===== config.mk =====
export PLATFORM = sky130hd
export DESIGN_NAME = bms_alloc_seq
export DESIGN_NICKNAME = d
export VERILOG_FILES = /design/src/rtl/bms_pkg.sv /design/src/rtl/bms_alloc_seq_fp_class.sv /design/src/rtl/bms_alloc_seq.sv
export SDC_FILE = /design/constraint.sdc
export NUM_CORES = 1
export LEC_CHECK = 0
export BUFFER_PORTS_ARGS = -buffer_cell sky130_fd_sc_hd__buf_2
export CAP_MARGIN = 20
export CORE_AREA = 4 4 223 225
export DETAILED_ROUTE_END_ITERATION = 7
export DIE_AREA = 0 0 227 229
export GPL_TIMING_DRIVEN = 0
export PLACE_DENSITY_LB_ADDON = 0.25
export SETUP_SLACK_MARGIN = 0.05
export SYNTH_ARGS = -nofsm -noshare
export SYNTH_HDL_FRONTEND = slang
export SYNTH_SLANG_ARGS = --single-unit

===== constraint.sdc =====
create_clock -name clk -period 1.53 [get_ports clk]
set_input_delay 0.306 -clock clk [delete_from_list [all_inputs] [get_ports clk]]
set_output_delay 0.306 -clock clk [all_outputs]
set_load 0.01 [all_outputs]

===== src/rtl/bms_pkg.sv =====
// ----------------------------------------------------------------------------
// bms_pkg
// Shared definitions for the BMS current-allocation sequencer:
//   - FSM state encoding
//   - IEEE-754 single-precision field positions and constants
//   - default datapath latency
//   - small field-extraction helpers used by the operand classifier
// ----------------------------------------------------------------------------
package bms_pkg;

    // Sequencer states: accept a request, wait out the datapath latency,
    // then present the captured result until the consumer takes it.
    typedef enum logic [1:0] {
        ST_IDLE = 2'd0,
        ST_WAIT = 2'd1,
        ST_DONE = 2'd2
    } state_t;

    // IEEE-754 single-precision field layout
    localparam int          FP_SIGN    = 31;
    localparam int          FP_EXP_MSB = 30;
    localparam int          FP_EXP_LSB = 23;
    localparam logic [31:0] FP_ZERO    = 32'h0000_0000;

    // All-ones exponent marks Inf or NaN
    localparam logic [FP_EXP_MSB-FP_EXP_LSB:0] FP_EXP_MAX = '1;

    // Cycles from datapath operands stable to datapath results valid
    localparam int LATENCY_DEFAULT = 4;

    // Width of the latency down-counter
    localparam int CNT_W = 4;

    // Exponent field of a single-precision word
    function automatic logic [FP_EXP_MSB-FP_EXP_LSB:0] fp_exp(input logic [31:0] x);
        return x[FP_EXP_MSB:FP_EXP_LSB];
    endfunction

    // Magnitude (everything but the sign); zero for both +0 and -0
    function automatic logic [FP_EXP_MSB:0] fp_mag(input logic [31:0] x);
        return x[FP_EXP_MSB:0];
    endfunction

endpackage : bms_pkg


===== src/rtl/bms_alloc_seq_fp_class.sv =====
// ----------------------------------------------------------------------------
// fp_class
// Combinational classifier for one IEEE-754 single-precision word.
//
// Ports:
//   din          in  32  operand to classify
//   is_zero      out 1   magnitude is zero (+0 or -0)
//   is_neg       out 1   sign bit set (includes -0)
//   is_nonfinite out 1   exponent all ones (Inf or NaN)
// ----------------------------------------------------------------------------
module fp_class
    import bms_pkg::*;
(
    input  logic [31:0] din,
    output logic        is_zero,
    output logic        is_neg,
    output logic        is_nonfinite
);

    assign is_zero      = (fp_mag(din) == '0);
    assign is_neg       = din[FP_SIGN];
    assign is_nonfinite = (fp_exp(din) == FP_EXP_MAX);

endmodule : fp_class


===== src/rtl/bms_alloc_seq.sv =====
// ----------------------------------------------------------------------------
// bms_alloc_seq
// Sequencer wrapped around an external multi-cycle current-split datapath.
// A request from the SOC estimator (four cell SOCs plus pack current) is
// captured and held as the datapath operands together with the mode bits
// (sel: 0 = SOC-proportional/discharge, 1 = reciprocal/charge; eqz: force
// zero). After the datapath latency the four per-cell results are captured
// and presented with a valid/ready handshake. Invalid operands (Inf/NaN, or
// a negative nonzero SOC) flag res_err and force the captured results to 0.
//
// Parameters:
//   LATENCY   datapath latency in cycles, 1..15
//
// Ports:
//   clk                 in  1   clock, rising edge
//   rst_n               in  1   asynchronous active-low reset
//   req_valid/req_ready in/out  request handshake
//   soc_in1..soc_in4    in  32  cell SOC (single precision)
//   i_pack              in  32  pack current (single, positive = discharge)
//   soc1..soc4, I       out 32  held datapath operands
//   sel, eqz            out 1   datapath mode / force-zero
//   I1..I4              in  32  datapath results
//   res_valid/res_ready out/in  result handshake
//   i_cell1..i_cell4    out 32  captured per-cell currents
//   res_err             out 1   invalid operand flag
// ----------------------------------------------------------------------------
module bms_alloc_seq
    import bms_pkg::*;
#(
    parameter int LATENCY = LATENCY_DEFAULT
) (
    input  logic        clk,
    input  logic        rst_n,

    input  logic        req_valid,
    output logic        req_ready,
    input  logic [31:0] soc_in1,
    input  logic [31:0] soc_in2,
    input  logic [31:0] soc_in3,
    input  logic [31:0] soc_in4,
    input  logic [31:0] i_pack,

    output logic [31:0] soc1,
    output logic [31:0] soc2,
    output logic [31:0] soc3,
    output logic [31:0] soc4,
    output logic [31:0] I,
    output logic        sel,
    output logic        eqz,
    input  logic [31:0] I1,
    input  logic [31:0] I2,
    input  logic [31:0] I3,
    input  logic [31:0] I4,

    output logic        res_valid,
    input  logic        res_ready,
    output logic [31:0] i_cell1,
    output logic [31:0] i_cell2,
    output logic [31:0] i_cell3,
    output logic [31:0] i_cell4,
    output logic        res_err
);

    localparam int              NCELL    = 4;
    localparam logic [CNT_W-1:0] CNT_LOAD = CNT_W'(LATENCY - 1);

    // ------------------------------------------------------------------
    // Array views of the per-cell ports
    // ------------------------------------------------------------------
    logic [31:0] soc_in_arr [NCELL];
    logic [31:0] dp_arr     [NCELL];

    assign soc_in_arr[0] = soc_in1;
    assign soc_in_arr[1] = soc_in2;
    assign soc_in_arr[2] = soc_in3;
    assign soc_in_arr[3] = soc_in4;

    assign dp_arr[0] = I1;
    assign dp_arr[1] = I2;
    assign dp_arr[2] = I3;
    assign dp_arr[3] = I4;

    // ------------------------------------------------------------------
    // Operand classification (four SOCs + pack current)
    // ------------------------------------------------------------------
    logic [NCELL-1:0] soc_zero;
    logic [NCELL-1:0] soc_neg;
    logic [NCELL-1:0] soc_nonfinite;
    logic [NCELL-1:0] soc_bad;

    generate
        for (genvar gi = 0; gi < NCELL; gi++) begin : g_soc_class
            fp_class u_soc_class (
                .din          (soc_in_arr[gi]),
                .is_zero      (soc_zero[gi]),
                .is_neg       (soc_neg[gi]),
                .is_nonfinite (soc_nonfinite[gi])
            );
            // -0 is an acceptable SOC; any other negative value is not
            assign soc_bad[gi] = soc_nonfinite[gi] | (soc_neg[gi] & ~soc_zero[gi]);
        end
    endgenerate

    logic pack_zero;
    logic pack_neg;
    logic pack_nonfinite;

    fp_class u_pack_class (
        .din          (i_pack),
        .is_zero      (pack_zero),
        .is_neg       (pack_neg),
        .is_nonfinite (pack_nonfinite)
    );

    logic sel_next;
    logic eqz_next;
    logic err_next;

    // -0 must select the discharge mode like +0, so the sign is masked
    assign sel_next = pack_neg & ~pack_zero;
    assign eqz_next = pack_zero;
    assign err_next = (|soc_bad) | pack_nonfinite;

    // ------------------------------------------------------------------
    // Sequencer state
    // ------------------------------------------------------------------
    state_t           state_reg;
    logic [CNT_W-1:0] cnt_reg;
    logic             cnt_zero_reg;
    logic             req_ready_reg;
    logic             res_valid_reg;
    logic             res_err_reg;
    logic             sel_reg;
    logic             eqz_reg;
    logic [31:0]      soc_reg  [NCELL];
    logic [31:0]      i_reg;
    logic [31:0]      cell_reg [NCELL];

    // The terminal-count compare is registered (cnt_zero_reg) so the capture
    // enable comes straight from a flop; this places the capture edge at
    // accept + LATENCY + 1, one edge after the datapath results are valid.
    always_ff @(posedge clk or negedge rst_n) begin
        if (!rst_n) begin
            state_reg     <= ST_IDLE;
            cnt_reg       <= '0;
            cnt_zero_reg  <= 1'b0;
            req_ready_reg <= 1'b0;
            res_valid_reg <= 1'b0;
            res_err_reg   <= 1'b0;
            sel_reg       <= 1'b0;
            eqz_reg       <= 1'b1;
            i_reg         <= FP_ZERO;
            for (int i = 0; i < NCELL; i++) begin
                soc_reg[i]  <= FP_ZERO;
                cell_reg[i] <= FP_ZERO;
            end
        end else begin
            case (state_reg)
                ST_IDLE: begin
                    req_ready_reg <= 1'b1;
                    if (req_ready_reg && req_valid) begin
                        for (int i = 0; i < NCELL; i++) begin
                            soc_reg[i] <= soc_in_arr[i];
                        end
                        i_reg         <= i_pack;
                        sel_reg       <= sel_next;
                        eqz_reg       <= eqz_next;
                        res_err_reg   <= err_next;
                        cnt_reg       <= CNT_LOAD;
                        cnt_zero_reg  <= 1'b0;
                        req_ready_reg <= 1'b0;
                        state_reg     <= ST_WAIT;
                    end
                end

                ST_WAIT: begin
                    cnt_zero_reg <= (cnt_reg == '0);
                    // Saturating decrement: the counter rests at zero
                    if (cnt_reg != '0) begin
                        cnt_reg <= cnt_reg - 1'b1;
                    end
                    if (cnt_zero_reg) begin
                        for (int i = 0; i < NCELL; i++) begin
                            cell_reg[i] <= res_err_reg ? FP_ZERO : dp_arr[i];
                        end
                        res_valid_reg <= 1'b1;
                        state_reg     <= ST_DONE;
                    end
                end

                ST_DONE: begin
                    // Ready is raised on the handshake edge, so the earliest
                    // new accept is the following edge.
                    if (res_ready) begin
                        res_valid_reg <= 1'b0;
                        req_ready_reg <= 1'b1;
                        state_reg     <= ST_IDLE;
                    end
                end

                default: begin
                    state_reg     <= ST_IDLE;
                    req_ready_reg <= 1'b0;
                    res_valid_reg <= 1'b0;
                end
            endcase
        end
    end

    // ------------------------------------------------------------------
    // Outputs
    // ------------------------------------------------------------------
    assign req_ready = req_ready_reg;
    assign res_valid = res_valid_reg;
    assign res_err   = res_err_reg;
    assign sel       = sel_reg;
    assign eqz       = eqz_reg;
    assign I         = i_reg;

    assign soc1 = soc_reg[0];
    assign soc2 = soc_reg[1];
    assign soc3 = soc_reg[2];
    assign soc4 = soc_reg[3];

    assign i_cell1 = cell_reg[0];
    assign i_cell2 = cell_reg[1];
    assign i_cell3 = cell_reg[2];
    assign i_cell4 = cell_reg[3];

endmodule : bms_alloc_seq


---- Word-level counts from Yosys, hierarchy flattened ----
Index checks and enable logic that the tools add are counted.
cells by class
  $add $sub $neg .......................... 1
  bitwise logic cells ..................... 17
  eq/ne operators ......................... 11
  multiply operators ...................... 0
  shift-type cells ........................ 0
  $lt $le $gt $ge ......................... 0
  div/mod/pow operators ................... 0
  reductions and logical operators ........ 18
  muxes and demuxes ....................... 19
operators by type and width
  kind                                                                number
  31-bit zero test                                                    5
  32-bit two-way mux                                                  4
  8-bit == test, second input constant                                5
  3-bit AND reduction                                                 3
  4-bit two-way mux                                                   2
  2-bit inequality test, second input constant                        4
  4-bit one-hot mux with 2 select lines                               1
  2-bit AND reduction                                                 4
  1-bit NOT                                                           7
  2-bit two-way mux                                                   3
  1-bit one-hot mux with 3 select lines                               2
  2-bit one-hot mux with 3 select lines                               1
  1-bit AND                                                           5
  1-bit two-way mux                                                   5
  1-bit bitwise OR                                                    5
  4-bit zero test                                                     1
  4-bit nonzero test                                                  1
  4-bit OR reduction                                                  1
  4-bit by 1-bit subtractor with 4-bit output, second input constant  1
  2-bit by 1-bit == test with 1-bit output, second input constant     1
  2-bit == test, second input constant                                1
  2-bit zero test                                                     1
  1-bit one-hot mux with 2 select lines                               1
  2-bit nonzero test                                                  1
  1-bit logical AND                                                   1
word-level totals
  bits in latches ......................... 0
  bits in writable memories ............... 0
  memory bits (read-only) ................. 0
  register bits after elaboration ......... 300
  word-level logic and storage cells ...... 83
  memories kept ........................... 0
  bits of input ports ..................... 292
  output and inout port bits .............. 293

---- Longest topological paths before layout ----
  depth in word-level cells ............... 6
  mapped depth ............................ 7
  depth with buffers taken out ............ 7

---- Hierarchy ----
From an unflattened synthesis, not the netlist that was laid out.
second synthesis, totals
  cell total of the unflattened synthesis .. 1,029
  area, all modules ....................... 12,520.8 um2
by module, submodules not included
  module         instances  cells an instance  area each (um2)  seq. area each (um2)
  bms_alloc_seq  1          954                11,951.5         7,508.5
  fp_class       5          15                 113.9            0.0

---- Least setup slack after synthesis ----
Ideal clock, no wire load.
  kind .................................... reg-to-reg
  start point ............................. reg cnt_reg[0]
  end point ............................... reg cnt_reg[3]
  clock period less this slack ............ 1.533 ns
  required time ........................... 1.398 ns
  arrival ................................. 1.402 ns
  library setup time ...................... 0.132 ns
  path slack .............................. -0.003 ns
  path buffers ............................ 0
  stages on the path, launching flop included .. 8
  cells stage by stage .................... dfrtp_1 > inv_1 > ha_1 > nor3b_1 > a211oi_1 > nand2_1 > xor2_1 > nor2_1
between the ends
  word-level cells in the longest chain between the ends .. 3
  elaborated cells between the ends (all ways) .. 6
  classes of those cells .................. 1 x add/sub; 1 x eq/ne; 2 x mux; 2 x reduce/logical
RTL lines
  element                                                                                   RTL line                                    text
  from (decl)                                                                               bms_alloc_seq.sv:128                        logic [CNT_W-1:0] cnt_reg;
  from (signal assigned)                                                                    bms_alloc_seq.sv:180                        cnt_reg <= cnt_reg - 1'b1;
  4-bit by 1-bit subtractor with 4-bit output / 4-bit nonzero test (equally long branches)  bms_alloc_seq.sv:180, bms_alloc_seq.sv:179
  4-bit two-way mux / 2-bit inequality test (equally long branches)                         n/a
  4-bit one-hot mux with 2 select lines / 3-bit AND reduction (equally long branches)       n/a
Parallel ways exist; a longest one is shown, timed or not. The select of a mux whose other input is x is not followed.
A chain may end at the register's enable or synchronous reset.

---- Worst setup path after layout ----
  start point ............................. reg state_reg[0]
  end point ............................... reg soc_reg (netlist bit soc3[3])
between the ends
  word-level cells in the longest chain between the ends .. 2
RTL lines
  element                               RTL line              text
  from (decl)                           bms_alloc_seq.sv:127  state_t state_reg;
  from (signal assigned)                bms_alloc_seq.sv:144  state_reg <= ST_IDLE;
  from (signal assigned)                bms_alloc_seq.sv:172  state_reg <= ST_WAIT;
  from (signal assigned)                bms_alloc_seq.sv:187  state_reg <= ST_DONE;
  2-bit zero test                       bms_alloc_seq.sv:158  case (state_reg)
  2-bit AND reduction (no source line)  n/a
  to (signal, indexed assignment)       bms_alloc_seq.sv:163  soc_reg[i] <= soc_in_arr[i];
  to (decl)                             bms_alloc_seq.sv:135  logic [31:0] soc_reg [NCELL];
Every way passes these cells.

==> results.cfg <==
[grt]
grt_pass1_vias = 13500
grt_pass1_wl_mm = 77.8
grt.total_usage_pct = 19.2
grt_max_degree = 115
antenna_found_initial = 11
overflow = 0

[synth]
synthCells = 1359
synth.net_count = 1653
synth_cell_types = 29
syn_area_um2 = 12300
yosys_most_used_dff = dfrtp_1
async_flop_share_pct = 100
ys_seq_area_share_pct = 60.9
postSynthAreaPerCell_um2 = 9.07
yosysWarnings = 0
synth_edf_count = 0
ys_seq_elements = 300

[critical_path]
path_buf_inv = 4
worstSetupPathType = flip-flop to flip-flop
rrSetupSlack_ns = -0.10
startpoint_type = flip-flop
cpMaxStageDelayCell = or3_4
cp-endpoint = soc3[3]
r2r_cells = 7
critPathLaunch = state_reg[0]
rr_endpoint = soc3[3]
path_cells = buf_6, or3_4, buf_12, clkbuf_16, clkbuf_16, nand2_2, nand2_1
cp.depth = 7
cp_top_family = buffers and inverters
crit_top_cell = clkbuf_16
cpPeakStageDelay_ns = 0.41
worstPathRequired_ns = 1.95
end_kind = flip-flop
r2r_start = state_reg[0]
worst-path-max-fanout = 8
cp.arrival_ns = 2.05

[pwr]
power.total_mw = 40.5
power.density_nw_per_um2 = 1950
leakagePower_nw = 10.7
peakVddDrop_mv = 1.12

[timing]
final_hold_viol_count = 0
setup_slack_ns = -0.102
whs_ns = 0.0212
fmax_mhz = 613
max-slew-margin-rel_pct = 54.9
fin_setup_tns_ns = -6.18
drv_slew = 0
worst_slew_pin_slew_ns = 0.677
period_share_pct = 107
setup_violations = 161
finClkSkew_ns = 0.0122
rsz0062_at_grt = yes
fin_crit_ns = 1.63

[finish]
syn_to_final_growth_pct = 68.8
fin_util_pct = 43.8
drive_gt1_share_pct = 39.2
fillers = 4603
layout.nets = 2510

[placed_design]
numPortBuffers = 584
gp_congestion = 0.967
dp_hpwl_mm = 38.6

[status]
status = finished, violations left
failed_checks = negative setup slack

[floorplan]
start_util_pct = 25.9
coreArea_um2 = 47500
die_area_um2 = 52000
ios = 585
die-width_um = 227
rows = 80
die_y_um = 229

[cts]
cts_root_buf = clkbuf_16
cts.sinks = 300
htreeDepth = 2
cts_tree = yes
cts_buffers = 36
clk-insertion-delay-late_ns = 0.53
cts.clk_slew.worst_paths_ns = 0.06
cts_buffer_depth = 3

[drt]
via_per_inst = 4.48
first_pass_iters = 5
wl_mm = 53.6
wl_per_cell_um = 18.7
drc = 0
antenna_left = 0
drt_iter0_drc = 590
vias = 12800

[job]
cap_viol_max_count = 0

[min_path]
min-delay-path-class = primary input to flip-flop
## what timing repair did
action                                  in CTS  in global routing
endpoints found under the setup margin     301                489
setup buffers                               12                  9
pin swaps                                   33                 59
hold buffers                               191                  0
gates cloned                                 8                 14
resized for setup                          238                170
hold endpoints to repair                   267                  0
## power breakdown
part           total, mW  internal [mW]  switching (mW)
clock               8.75           5.34            3.41
combinational       17.7           7.88            9.81
sequential          14.1           11.8            2.34
## metrics by stage
step | worst slack, ns | cell area (um^2) | std cells
global route | -0.154 | 20800 | 2862
floorplan | 0.0634 | 12300 | 1359
CTS | -0.111 | 20000 | 2835
finish | -0.102 | 20800 | 2862
detailed placement | -0.701 | 16100 | 2561
global placement | -5.83 | 16000 | 2558
## tightest hold or removal path: stages
cell and delay, ns:
buf_2 0.10, nand2b_1 0.06, o21ai_1 0.06
## synth_stat cells, types with 5 or more instances
library cell / instances / area [um^2]
buf_2: 34 / 170
buf_4: 5 / 37.5
buf_6: 9 / 101
clkbuf_1: 31 / 116
dfrtp_1: 299 / 7480
nand2_1: 619 / 2320
nand2b_1: 130 / 813
nand4_1: 20 / 125
nor2_1: 11 / 41.3
nor3_1: 6 / 30.0
nor4_1: 36 / 225
o21ai_0: 127 / 636
o21ai_1: 9 / 45.0
## worst min-delay path by stage
stage / depth (start not counted) / slack [ns] / from / endpoint
2_1_floorplan: 0 / 0.01 / rst_n / I[0]
3_3_place_gp: 2 / 0.45 / eqz / eqz
3_5_place_dp: 1 / 0.35 / rst_n / I[1]
4_1_cts: 3 / 0.0003 / I2[27] / i_cell2[27]
5_1_grt: 3 / 0.003 / I4[23] / i_cell4[23]
6_report: 3 / 0.02 / I2[20] / i_cell2[20]
## cells by family after synthesis
logic type | after synthesis | share of synthesized area, %
compound gates | 145 | 6.02
simple gates | 827 | 29.2
fa+ha+maj | 2 | 0.203
buf+inv | 83 | 3.57
xor+xnor | 2 | 0.142
flops | 300 | 60.9
## layer usage
layer	track usage [%]	part of all wire [%]	wire, um
met4	8.19	4.5	2420
met1	21.4	37	20000
met2	33.4	49	26500
met3	6.54	8.6	4620
met5	0	0.073	39
## final cells by class
class                   instances  area, um^2  area share, %
flip-flops and latches        300        7510           36.1
clock buffers                  56        1120           5.37
inverters                       3        11.3         0.0541
diodes                          6        15.0         0.0721
clock inverters                 7        87.6          0.421
multi-input cells             976        4820           23.2
repair buffers                819        5610           27.0
plain buffers                  80         870           4.18
well taps                     615         769           3.70
## cell usage in the layout, fill, tap and decap left out, types with 19 or more instances in the layout
master / n
clkbuf_8: 19
nand4_1: 20
nand2b_1: 130
nand2_1: 516
nor4_1: 36
dlygate4sd3_1: 191
nand2_2: 90
clkbuf_16: 51
buf_8: 22
buf_2: 589
buf_4: 22
clkbuf_1: 21
o21ai_1: 106
dfrtp_1: 299
Power figures use the tool's default switching activity.
